$ cat src/rtl/imem_loader.sv
// imem_loader: streams a program image into instruction memory while the
// CPU is held in reset, then releases the CPU so it starts at PC 0.
//
// Ports:
//   clk_i, rst_i (async, active-low)       clock / reset
//   start_i                                pulse, begins a (re)load
//   s_valid_i, s_ready_o, s_data_i, s_last_i  image stream
//   imem_we_o, imem_addr_o, imem_wdata_o   instruction-memory write port
//   cpu_rst_o (active-low), done_o         CPU reset / running flag
//   words_o                                words written in this load
//   err_o                                  checksum/length error (optional)
//
// Optional feature: define LOADER_CHECKSUM_EN to treat the s_last_i word
// as a modular checksum of the image; a mismatch parks in ERROR.

module imem_loader #(
   parameter int ADDR_W      = 8,
   parameter int DATA_W      = 32,
   parameter int HOLD_CYCLES = 4
) (
   input  logic              clk_i,
   input  logic              rst_i,
   input  logic              start_i,
   input  logic              s_valid_i,
   output logic              s_ready_o,
   input  logic [DATA_W-1:0] s_data_i,
   input  logic              s_last_i,
   output logic              imem_we_o,
   output logic [ADDR_W-1:0] imem_addr_o,
   output logic [DATA_W-1:0] imem_wdata_o,
   output logic              cpu_rst_o,
   output logic              done_o,
   output logic [ADDR_W:0]   words_o
`ifdef LOADER_CHECKSUM_EN
   ,
   output logic              err_o
`endif
);

   localparam int HW = $clog2(HOLD_CYCLES + 1);

   typedef enum logic [2:0] {
      S_IDLE,
      S_LOAD,
      S_HOLD,
      S_RUN
`ifdef LOADER_CHECKSUM_EN
      ,
      S_ERR
`endif
   } state_t;

   state_t            state_q, state_d;
   logic [ADDR_W:0]   cnt_q;
   logic [HW-1:0]     hold_q;
   logic              we_q;
   logic [ADDR_W-1:0] addr_q;
   logic [DATA_W-1:0] wdata_q;
   logic              crst_q;
   logic              done_q;

   logic hs;
   logic wr;
   logic at_end;
   logic term;
   logic go;

   assign hs     = s_valid_i & s_ready_o;
   // Address all-ones is the last slot; accepting it ends the load.
   assign at_end = (cnt_q[ADDR_W-1:0] == {ADDR_W{1'b1}});
   assign term   = hs & (s_last_i | at_end);
   // Counters clear whenever a new load is entered.
   assign go     = (state_d == S_LOAD) & (state_q != S_LOAD);

`ifdef LOADER_CHECKSUM_EN
   logic [DATA_W-1:0] sum_q;
   logic              err_q;
   logic              ck_ok;

   // The s_last_i word is the checksum and never reaches memory.
   assign wr    = hs & ~s_last_i;
   assign ck_ok = s_last_i & (sum_q == s_data_i);
`else
   assign wr    = hs;
`endif

   // State register
   always_ff @(posedge clk_i or negedge rst_i) begin
      if (!rst_i) begin
         state_q <= S_IDLE;
      end else begin
         state_q <= state_d;
      end
   end

   // Next-state logic
   always_comb begin
      state_d = state_q;
      unique case (state_q)
         S_IDLE: if (start_i) state_d = S_LOAD;
         S_LOAD: begin
            if (term) begin
`ifdef LOADER_CHECKSUM_EN
               state_d = ck_ok ? S_HOLD : S_ERR;
`else
               state_d = S_HOLD;
`endif
            end
         end
         S_HOLD: if (hold_q == '0) state_d = S_RUN;
         S_RUN:  if (start_i) state_d = S_LOAD;
`ifdef LOADER_CHECKSUM_EN
         S_ERR:  if (start_i) state_d = S_LOAD;
`endif
         default: state_d = S_IDLE;
      endcase
   end

   // Output logic
   always_comb begin
      s_ready_o = 1'b0;
      if (state_q == S_LOAD) s_ready_o = 1'b1;
   end

   // Write port, word counter and hold timer
   always_ff @(posedge clk_i or negedge rst_i) begin
      if (!rst_i) begin
         we_q    <= 1'b0;
         addr_q  <= '0;
         wdata_q <= '0;
         cnt_q   <= '0;
         hold_q  <= '0;
      end else begin
         we_q <= wr;
         if (wr) begin
            addr_q  <= cnt_q[ADDR_W-1:0];
            wdata_q <= s_data_i;
         end
         if (go) begin
            cnt_q <= '0;
         end else if (wr) begin
            cnt_q <= cnt_q + (ADDR_W+1)'(1);
         end
         if (state_d == S_HOLD && state_q != S_HOLD) begin
            hold_q <= HW'(HOLD_CYCLES);
         end else if (state_q == S_HOLD && hold_q != '0) begin
            hold_q <= hold_q - HW'(1);
         end
      end
   end

   // Flop-driven CPU reset so the release edge is glitch-free.
   always_ff @(posedge clk_i or negedge rst_i) begin
      if (!rst_i) begin
         crst_q <= 1'b0;
         done_q <= 1'b0;
      end else begin
         crst_q <= (state_d == S_RUN);
         done_q <= (state_d == S_RUN);
      end
   end

`ifdef LOADER_CHECKSUM_EN
   always_ff @(posedge clk_i or negedge rst_i) begin
      if (!rst_i) begin
         sum_q <= '0;
         err_q <= 1'b0;
      end else begin
         if (go) begin
            sum_q <= '0;
         end else if (wr) begin
            sum_q <= sum_q + s_data_i;
         end
         err_q <= (state_d == S_ERR);
      end
   end

   assign err_o = err_q;
`endif

   assign imem_we_o    = we_q;
   assign imem_addr_o  = addr_q;
   assign imem_wdata_o = wdata_q;
   assign cpu_rst_o    = crst_q;
   assign done_o       = done_q;
   assign words_o      = cnt_q;

endmodule

$ cat config.mk
export PLATFORM = sky130hd
export DESIGN_NAME = imem_loader
export DESIGN_NICKNAME = d
export VERILOG_FILES = /design/src/rtl/imem_loader.sv
export SDC_FILE = /design/constraint.sdc
export NUM_CORES = 1
export LEC_CHECK = 0
export BUFFER_PORTS_ARGS = -buffer_cell sky130_fd_sc_hd__clkbuf_2
export CAP_MARGIN = 0
export CORE_MARGIN = 2
export CORE_UTILIZATION = 55
export CTS_BUF_LIST = sky130_fd_sc_hd__clkbuf_2 sky130_fd_sc_hd__clkbuf_4 sky130_fd_sc_hd__clkbuf_8
export DETAILED_ROUTE_END_ITERATION = 7
export PLACE_DENSITY = 0.92
export SYNTH_ARGS = -nofsm -noshare
export SYNTH_HDL_FRONTEND = slang
export SYNTH_SLANG_ARGS = --single-unit
$ cat constraint.sdc
create_clock -name clk_i -period 2.9 [get_ports clk_i]
set_clock_uncertainty 0.2 [all_clocks]
set_input_delay 0 -clock clk_i [delete_from_list [all_inputs] [get_ports clk_i]]
set_output_delay 0 -clock clk_i [all_outputs]
set_load 0.02 [all_outputs]
## Yosys cells after proc, flatten, opt, wreduce, memory -nomap -nowiden

Cells that the tools add are included.

- Register bits after elaboration: 57
- Input port bits: 37
- Output and inout port bits: 53
- Logic and storage cells: 39

- $add $sub $neg: 2
- Eq/ne operators: 9
- Muxes and demuxes: 9
- Bitwise logic cells: 4
- Reductions and logical operators: 8

Operators with widths:

| cell | count |
|---|---|
| $mux W9 | 2 |
| $mux W3 | 5 |
| $eq A3 B2 Y1 const B | 4 |
| $add A9 B1 Y9 const B | 1 |
| $pmux W3 S3 | 1 |
| $eq A8 B8 Y1 const B | 1 |
| $eq A3 B1 Y1 const B | 2 |
| $logic_not A3 Y1 | 2 |
| $reduce_bool A2 Y1 | 2 |
| $and A1 B1 Y1 | 3 |
| $ne A3 B1 Y1 const B | 1 |
| $ne A3 B2 Y1 const B | 1 |
| $reduce_bool A3 Y1 | 1 |
| $sub A3 B1 Y3 const B | 1 |
| $logic_and A1 B1 Y1 | 2 |
| $reduce_or A2 Y1 | 1 |
| $mux W1 | 1 |
| $or A1 B1 Y1 | 1 |

## Depth between registers and ports, before layout

Gate-level depths: netlist of run 1.

- Depth after elaboration: 9
- Depth in mapped cells: 7
- Gate-level depth less buffers: 5

## Worst setup path before layout of run 1

OpenSTA, ideal clock, no wires.

- Path type: register to register
- Start point: reg cnt_q[0] (netlist: words_o[0])
- End point: reg cnt_q[8] (netlist: words_o[8])
- Library setup time: 78 ps
- Arrival: 1442 ps
- Data required time: 2622 ps
- Slack: 1180 ps
- Stages on the path, launching flop included: 5
- Buffers on the path: 0
- Clock period less this slack: 1720 ps
- Path through: dfrtp_1 -> ha_1 -> nand3_1 -> or4_1 -> a21oi_1

- Longest elaborated chain between the ends: 8
- Elaborated cells on any way between the ends: 11
- Classes of those cells: add/sub (1); eq/ne (2); mux (4); bitwise (3); reduce/logical (1)

RTL lines:

| item | line | RTL |
|---|---|---|
| from (decl) | 54 | `logic [ADDR_W:0] cnt_q;` |
| from (signal assigned) | 142 | `cnt_q <= cnt_q + (ADDR_W+1)'(1);` |
| $eq A8 B8 Y1 | 70 | `assign at_end = (cnt_q[ADDR_W-1:0] == {ADDR_W{1'b1}});` |
| $or A1 B1 Y1 | 71 | `assign term = hs & (s_last_i \| at_end);` |
| $and A1 B1 Y1 | 71 |  |
| $mux W3 | 102 | `if (term) begin` |
| $pmux W3 S3 | 99 | `unique case (state_q)` |
| $eq A3 B1 Y1 | 73 | `assign go = (state_d == S_LOAD) & (state_q != S_LOAD);` |
| $and A1 B1 Y1 | 73 |  |
| $mux W9 or $reduce_bool A2 Y1 (tied branches) | -- |  |

Several ways; a longest one is shown, not always the timed one. The select of a mux whose other input is x is not followed.
A chain may end at the register's enable or synchronous reset.

## Worst setup path in the final report of run 1

- Start point: reg state_q[1]
- End point: reg wdata_q[15] (netlist: imem_wdata_o[15])

- Longest elaborated chain between the ends: 3

RTL lines:

| item | line | RTL |
|---|---|---|
| from (decl) | 53 | `state_t state_q, state_d;` |
| from (signal assigned) | 92 | `state_q <= state_d;` |
| $eq A3 B1 Y1 | 122 | `if (state_q == S_LOAD) s_ready_o = 1'b1;` |
| $mux W1 | 122 |  |
| $and A1 B1 Y1 | 68 | `assign hs = s_valid_i & s_ready_o;` |
| to (signal assigned) | 137 | `wdata_q <= s_data_i;` |
| to (decl) | 58 | `logic [DATA_W-1:0] wdata_q;` |

No other way between the ends.

==> flow_summary.toml, run 1 <==
[min_path]
hold_path_class = "in -> async"

[layout]
n_fill_cell = 240
antenna_cells = 0
fin_nets = 428
finalNonFillerCells = 445
syn_to_final_growth_pct = 42.31
drive_gt1_share_pct = 28.75

[timing]
final_max_slew_viol_count = 0
slew_headroom_pct = 34.92
fin_setup_tns_ns = 0
setup_viol = 0
worst_slew_pin_slew_ns = 0.9762
rsz0062_at_grt = "no"
final_hold_viol_count = 0
fmax_mhz = 529.6
min_period_ns = 1.888
fin_crit_sh_pct = 65.12

[route]
postRouteAntennaNets = 0
routedWlPerCell_microns = 14.50
vias = 2304
drtPass1Iterations = 4
drt-total-wl_microns = 6453
via_per_inst = 5.178
drt_iter0_drc = 174
drc = 0

[synthesis]
synthTopCellsByArea = "dfrtp_1 59%, nand2_1 19%, a21oi_1 1.9%, ha_1 1.5%, buf_2 1.2%"
yosys-top-cells-count = "123 x nand2_1, 57 x dfrtp_1, 9 x a21oi_1"
ys.warnings.count = 0
syn_area_per_cell_sq_um = 9.291
netlist_area_sq_um = 2425
synth_top_cell_area_share_pct = 58.82
synth-edff-count = 0
yosysUniqueCellTypes = 38
syn_nets = 301
ys.flop_type = "dfrtp_1"
synth.most_common_cell = "nand2_1"
syn_inst = 261
ys_ff_latch = 57
synth.largest_area_cell = "dfrtp_1"
async_flop_share_pct = 100.0
ys_seq_area_share_pct = 58.82

[clock_tree]
cts_setup_buffers = 0
clk_pin_slew_worst_paths_ns = 0.06
cts_hold_buffers = 36
root_buffer = "clkbuf_8"
clock_path_buffers = 2
h-tree-depth = 3
ctsResizeCount = 0
clkLatencyLatePin_ns = 0.34
clock-sinks = 57
cts_buffers = 9
cts_tree = "done"

[worst_setup_path]
r2r_start = "state_q[1]"
r2r_setup_slack_ns = 1.01
crit_type = "reg -> reg"
cp_max_fo = 21
reg2reg_depth = 5
worstReg2RegEnd = "imem_wdata_o[15]"
worst_ep_arrival_time_ns = 1.96
end_kind = "flop"
cp-start-kind = "flop"
crit_required_ns = 2.97

[floorplan]
die_area_sq_um = 4956
core_area_sq_um = 4294
rows = 24
start_util_pct = 56.47
io_pins = 90
fp.dieH_microns = 70.40
die_w_microns = 70.40

[place]
io_buffers = 89
hpwl_microns = 3804
place_inst = 393
place_congestion = 0.8338

[power_and_ir_drop]
power.density_nw_per_um2 = 704.3
ir_drop_mv = 0.4602
power_uw = 2430
p_leak_uw = 0.001872

[outcome]
run_status = "finished clean"

[global_route]
grt_pass1_vias = 2352
grt_first_pass_wirelength_microns = 10870
grt_max_degree = 41
antenna_found_initial = 0
grt_use_total_pct = 28.66
grt_overflow_total = 0

[flow_run]
maxCapViolations = 0
-- flip-flops by register name, summed over array words and instances, names as in the netlist --
| name | flops |
|---|---|
| hold_q | 3 |
| imem_we_o | 1 |
| words_o | 9 |
| state_q | 3 |
| imem_addr_o | 8 |
| done_o | 1 |
| imem_wdata_o | 32 |
-- cell usage in the layout (no fill, tap or decap), drive strengths merged, types with 2 or more instances in the layout --
| cell | n |
|---|---|
| a21oi | 9 |
| a31oi | 2 |
| buf | 4 |
| clkbuf | 102 |
| clkinv | 2 |
| dfrtp | 57 |
| dlygate4sd3 | 36 |
| ha | 3 |
| inv | 6 |
| nand2 | 123 |
| nand2b | 2 |
| nand3 | 3 |
| nand4 | 2 |
| nor2 | 3 |
| nor2b | 3 |
| nor3 | 3 |
| nor4 | 2 |
| o21ai | 6 |
| o21bai | 2 |
| o31ai | 3 |
| or3 | 3 |
| or4 | 3 |
-- worst max-delay path, cell delays in order, from the launching register on --
cell and delay [ns]:
dfrtp_1 0.45, nand4bb_4 0.42, inv_2 0.27, buf_4 0.29
nand2_1 0.10, nand2_1 0.08
-- worst max path at each step --
stage | to | startpoint
final | imem_wdata_o[15] | state_q[1]
after global routing | imem_wdata_o[15] | state_q[1]
after CTS | words_o[6] | state_q[1]
after detailed placement | words_o[6] | state_q[1]
after global placement | words_o[7] | state_q[1]
after floorplan | words_o[8] | words_o[0]
-- through the flow --
step | util, % | worst slack [ns] | hold WS, ns | area (sq um)
after global routing | 80.36 | 0.9002 | 0.2022 | 3451
after floorplan | - | 1.180 | -0.4956 | 2425
final | 80.36 | 1.012 | 0.1523 | 3451
after global placement | 67.31 | 1.108 | -0.01322 | 2890
after CTS | 80.36 | 1.016 | 0.1773 | 3451
after detailed placement | 67.31 | 1.030 | -0.003902 | 2890
-- cell families (layout without fill, tap and decap cells) --
logic type	after synthesis	in the layout	share of synthesized area, %
AOI/OAI and AO/OA	28	28	7.327
xor gates and xnor gates	1	1	0.3613
adders and majority gates	3	3	1.548
buffers and inverters	19	151	4.025
DFF	57	57	58.82
muxes	2	2	0.8772
other	1	1	0.1547
and+or+nand+nor	150	150	26.88
-- area by class of cell --
cell class | instances | area (sq um) | share of cell area (%)
tap | 52 | 65.06 | 1.885
sequential | 57 | 1426 | 41.33
timing repair buffer | 129 | 835.8 | 24.22
inverter | 6 | 22.52 | 0.6526
multi-input combinational | 185 | 900.9 | 26.11
clock buffer | 13 | 160.2 | 4.641
clock inverter | 3 | 40.04 | 1.160
-- power by group --
part / internal, uW / total (uW) / switching (uW)
Clock: 446 / 750 / 303
Sequential: 947 / 1050 / 103
Combinational: 237 / 631 / 394
-- metal layers --
layer | vias up | track usage (%) | share of wire (%)
met5 | - | 0 | 0
li1 | 1103 | - | -
met1 | 1075 | 33.62 | 40
met4 | 0 | 12.82 | 3.2
met2 | 104 | 47.69 | 50
met3 | 22 | 9.524 | 7.0
Power figures use the tool's default switching activity.
==> inputs of run 2 (changes only) <==
Settings changed: CORE_UTILIZATION 55 to 46, PLACE_DENSITY 0.92 to 0.82.
Clock period 2.9 ns to 1.6 ns, I/O delays scaled along.
==> run 2 against run 1 <==
- the flow now finishes with violations (setup timing)
- setup slack lost 1.0 ns
- critical path depth decreased by 2
- combinational power is 100% higher
- final area rose by 8.7%
- non-clock buffer count rose by 18
- highest routed layer unchanged
- power up 86%
- utilization decreased by 6.9 points
- critical path type unchanged
- die area rose by 18%
- sequential share of layout area decreased by 3.2 points
==> flow_summary.toml, run 2 (synthesized netlist as in run 1, its figures left out) <==
[clock_tree]
clock-sinks = 57
clkLatencyLatePin_ns = 0.32
clock_path_buffers = 2
cts_buffers = 9
clk_pin_slew_worst_paths_ns = 0.07
cts_tree = "done"
h-tree-depth = 3
root_buffer = "clkbuf_8"

[power_and_ir_drop]
power.density_nw_per_um2 = 1202
p_int_uw = 3025
power_frac_comb_pct = 28.2
ir_drop_mv = 0.6967
p_clk_share_pct = 30.3
seq_power_share_pct = 41.5
switching_power_uw = 1487
p_sw_share_pct = 32.96
p_leak_uw = 0.001996

[worst_setup_path]
r2r_setup_slack_ns = -0.01
crit_required_ns = 1.66
startpoint = "state_q[2]"
cp.depth = 3
r2r_start = "state_q[2]"
worstReg2RegEnd = "words_o[8]"
max_stage_delay_ns = 0.55
reg2reg_depth = 3
cp-start-kind = "flop"
cp_cell_sequence = "nand4bb_4 > or4_1 > a21oi_2"
cp_max_fo = 7
crit_family = "simple AND/OR/NAND/NOR gates"
crit_type = "reg -> reg"
end_kind = "flop"
worst_ep_arrival_time_ns = 1.67
cp_slowest_cell = "or4_1"
critical_path_buf_inv_count = 0
crit_path_end = "words_o[8]"

[route]
drt-total-wl_microns = 6761
drc = 0
postRouteAntennaNets = 0
routedWlPerCell_microns = 14.06
drt_iter0_drc = 194
vias = 2348
drtPass1Iterations = 4
via_per_inst = 4.881

[global_route]
antenna_found_initial = 0
grt_pass1_vias = 2262
grt_first_pass_wirelength_microns = 10520
grt_max_degree = 58
grt_overflow_total = 0
grt_use_total_pct = 22.67

[place]
io_buffers = 89
place_congestion = 0.7852
dpl_worst_slack_ns = -0.07314
hpwl_microns = 3841
dpl-instance-area_sq_um = 3040

[timing]
setup_ws_ns = -0.01274
final_max_slew_viol_count = 0
setup_viol = 2
fmax_mhz = 620.1
final_hold_viol_count = 0
min_period_ns = 1.613
rsz0062_at_grt = "yes"
fin_crit_sh_pct = 100.8

[layout]
syn_to_final_growth_pct = 54.75
largest_register_ffs = 32
fin_nets = 446
fin_area_sq_um = 3752
layout_commonest_cell = "nand2_1"
antenna_cells = 0
final_cell_mix = "123 x nand2_1, 88 x clkbuf_2, 54 x dfrtp_1"
drive_gt1_share_pct = 35.28

[min_path]
hold_path_class = "in -> async"

[outcome]
run_status = "finished, violations left"
violations = "setup timing"

[floorplan]
fp.dieH_microns = 76.61
die_w_microns = 76.61
start_util_pct = 47.48
die_area_sq_um = 5868
rows = 26
core_area_sq_um = 5107
io_pins = 90

[flow_run]
maxCapViolations = 0
run 2: through the flow:
step           setup TNS (ns)  std cells  hold WS (ns)  power [uW]  utilization (%)
5_1_grt               -0.3777        481       0.03963        4755            73.47
2_1_floorplan               0        261       -0.4956        2563                -
6_report             -0.01832        481      0.004851        4512            73.47
4_1_cts              -0.02365        480       0.02364        4476            71.66
3_5_place_dp          -0.2141        425       -0.1724        3030            59.53
3_3_place_gp                0        425       -0.1722        2988            59.53
run 2: timing repair:
item                                    4_1_cts  5_1_grt
pin swaps                                     7        3
endpoints found under the setup margin        8       36
setup buffers                                 3        2
endpoints found under the hold margin       101        0
resized for setup                             5       23
hold buffers                                 36        0
run 2: routing by layer:
layer / wire length, microns / share of wire (%) / GRT usage (%)
met2: 3528 / 52 / 39.91
met4: 166 / 2.5 / 9.636
met5: 0 / 0 / 0
met1: 2748 / 41 / 27.17
met3: 317 / 4.7 / 4.265
run 2: worst register-to-register path: stages, from the launching register on:
cell and delay [ns]:
dfrtp_1 0.38, nand4bb_4 0.29, or4_1 0.55, a21oi_2 0.13
run 2: area by class of cell:
| class | count | area, sq um |
|---|---|---|
| sequential | 57 | 1430 |
| fill | 340 | 1355 |
| clock buffer | 11 | 151.4 |
| multi-input combinational | 185 | 975.9 |
| clock inverter | 5 | 53.80 |
| timing repair buffer | 147 | 1026 |
| tap | 70 | 87.58 |
| inverter | 6 | 27.53 |
run 2: how the worst min path moves through the flow:
stage          start              to  depth (start not counted)
2_1_floorplan  rst_i          done_o                          0
3_3_place_gp   rst_i  imem_addr_o[0]                          2
3_5_place_dp   rst_i  imem_addr_o[0]                          2
4_1_cts        rst_i      words_o[8]                          3
5_1_grt        rst_i  imem_addr_o[0]                          3
6_report       rst_i  imem_addr_o[0]                          3
run 2: power by group through the flow:
stage / clock [uW] / sequential, uW / combinational (uW)
after global placement: 0 / 1880 / 1110
after detailed placement: 0 / 1880 / 1150
final: 1370 / 1870 / 1270
after CTS: 1380 / 1860 / 1230
after floorplan: 0 / 2180 / 380
after global routing: 1450 / 1910 / 1390
==> inputs of run 3 (changes only) <==
Settings changed: BUFFER_PORTS_ARGS -buffer_cell sky130_fd_sc_hd__clkbuf_2 to default, CORE_UTILIZATION 46 to 59, DONT_BUFFER_PORTS from default to 1.
==> run 3 against run 2 <==
- the flow still finishes with violations (setup timing)
- sequential share of layout area increased by 4.3 points
- setup slack lost 0.051 ns
- wire length fell by 0.35%
- highest routed layer unchanged
- via count fell by 8.1%
- non-clock buffer count is 83 lower
- cell count down 21%
- fmax down 3.1%
==> flow_summary.toml, run 3 (synthesized netlist as in run 1, its figures left out) <==
[clock_tree]
cts_tree = "done"
clock_path_buffers = 2
root_buffer = "clkbuf_8"
clock-sinks = 57
cts_buffers = 9
clkLatencyLatePin_ns = 0.33
h-tree-depth = 3
clk_pin_slew_worst_paths_ns = 0.07

[route]
via_per_inst = 5.709
routedWlPerCell_microns = 17.82
drc = 0
vias = 2158
drt_iter0_drc = 194
drtPass1Iterations = 5
drt-total-wl_microns = 6737
postRouteAntennaNets = 0

[layout]
drive_gt1_share_pct = 21.34
fin_area_sq_um = 3367
syn_to_final_growth_pct = 38.85
final_cell_mix = "123 x nand2_1, 55 x dfrtp_1, 36 x dlygate4sd3_1"
largest_register_ffs = 32
fin_nets = 363
antenna_cells = 0
layout_commonest_cell = "nand2_1"
n_fill_cell = 205

[min_path]
hold_path_class = "in -> async"

[floorplan]
start_util_pct = 61.06
die_area_sq_um = 4639
die_w_microns = 68.11
rows = 23
fp.dieH_microns = 68.11
io_pins = 90
core_area_sq_um = 3971

[global_route]
grt_max_degree = 58
grt_first_pass_wirelength_microns = 9411
grt_pass1_vias = 2023
grt_use_total_pct = 27.94
grt_overflow_total = 0
antenna_found_initial = 0

[place]
dpl-instance-area_sq_um = 2608
dpl_worst_slack_ns = -0.07289
hpwl_microns = 3569
place_congestion = 0.8304
io_buffers = 0

[timing]
final_max_slew_viol_count = 0
setup_viol = 6
holdWs_ns = 0.01355
rsz0062_at_grt = "yes"
setup_ws_ns = -0.06389
final_hold_viol_count = 0
fmax_mhz = 601.0
min_period_ns = 1.664
fin_crit_sh_pct = 104.0

[outcome]
violations = "setup timing"
run_status = "finished, violations left"

[worst_setup_path]
cp_max_fo = 7
crit_required_ns = 1.65
end_kind = "flop"
worst_ep_arrival_time_ns = 1.71
crit_type = "reg -> reg"
cp-start-kind = "flop"

[power_and_ir_drop]
power.density_nw_per_um2 = 1277
ir_drop_mv = 0.9898
p_leak_uw = 0.001645

[flow_run]
maxCapViolations = 0
run 3: critical path: stages, from the launching register on:
cell,delay [ns]
dfrtp_1,0.49
nand4_1,0.24
or4_4,0.53
a21oi_2,0.13
run 3: path summary, 6_finish.rpt:
kind	slack (ns)	to	depth (start not counted)	start
max	-0.06	words_o[8]	3	words_o[4]
max reg2reg	-0.06	words_o[8]	3	words_o[4]
min reg2reg	0.34	words_o[8]	2	words_o[8]
max in group asynchronous	0.95	words_o[1]	2	rst_i
min	0.01	words_o[5]	2	rst_i
min in group clk_i	0.12	imem_wdata_o[26]	3	s_data_i[26]
run 3: where the power goes:
| group | internal (uW) | leakage [uW] | switching [uW] |
|---|---|---|---|
| combinational | 353 | 0.000812 | 404 |
| sequential | 1720 | 0.000735 | 493 |
| clock | 773 | 0.0000987 | 562 |
run 3: layer usage:
layer  GRT usage [%]  vias to the layer above  share of wire, %
li1                -                      970                 -
met2           48.91                      142                54
met5               0                        -                 0
met4           10.25                        0               1.7
met3           9.211                       16               8.5
met1           31.69                     1030                35
run 3: layout make-up:
class	instances	area [sq um]	share of cell area, %
Tap cell	50	62.56	1.858
Sequential cell	57	1429	42.44
Clock inverter	5	55.05	1.635
Timing Repair Buffer	64	621.8	18.47
Clock buffer	11	145.1	4.311
Inverter	6	25.02	0.7432
Multi-Input combinational cell	185	1028	30.55
run 3: timing repair:
| item | 4_1_cts | 5_1_grt |
|---|---|---|
| pin swaps | 4 | 10 |
| setup buffers | 0 | 4 |
| gates resized for setup | 9 | 20 |
| setup endpoints to repair | 6 | 34 |
| hold endpoints to repair | 107 | 0 |
| hold buffers | 37 | 0 |
run 3: stage by stage:
stage / total power [uW] / utilization, % / instances / setup TNS (ns)
after floorplan: 2563 / - / 261 / 0
after global placement: 2708 / 65.66 / 321 / 0
final: 4301 / 84.78 / 378 / -0.1682
after global routing: 4521 / 84.78 / 378 / -0.6694
after detailed placement: 2753 / 65.66 / 321 / -0.1074
after CTS: 4207 / 81.76 / 374 / -0.007668
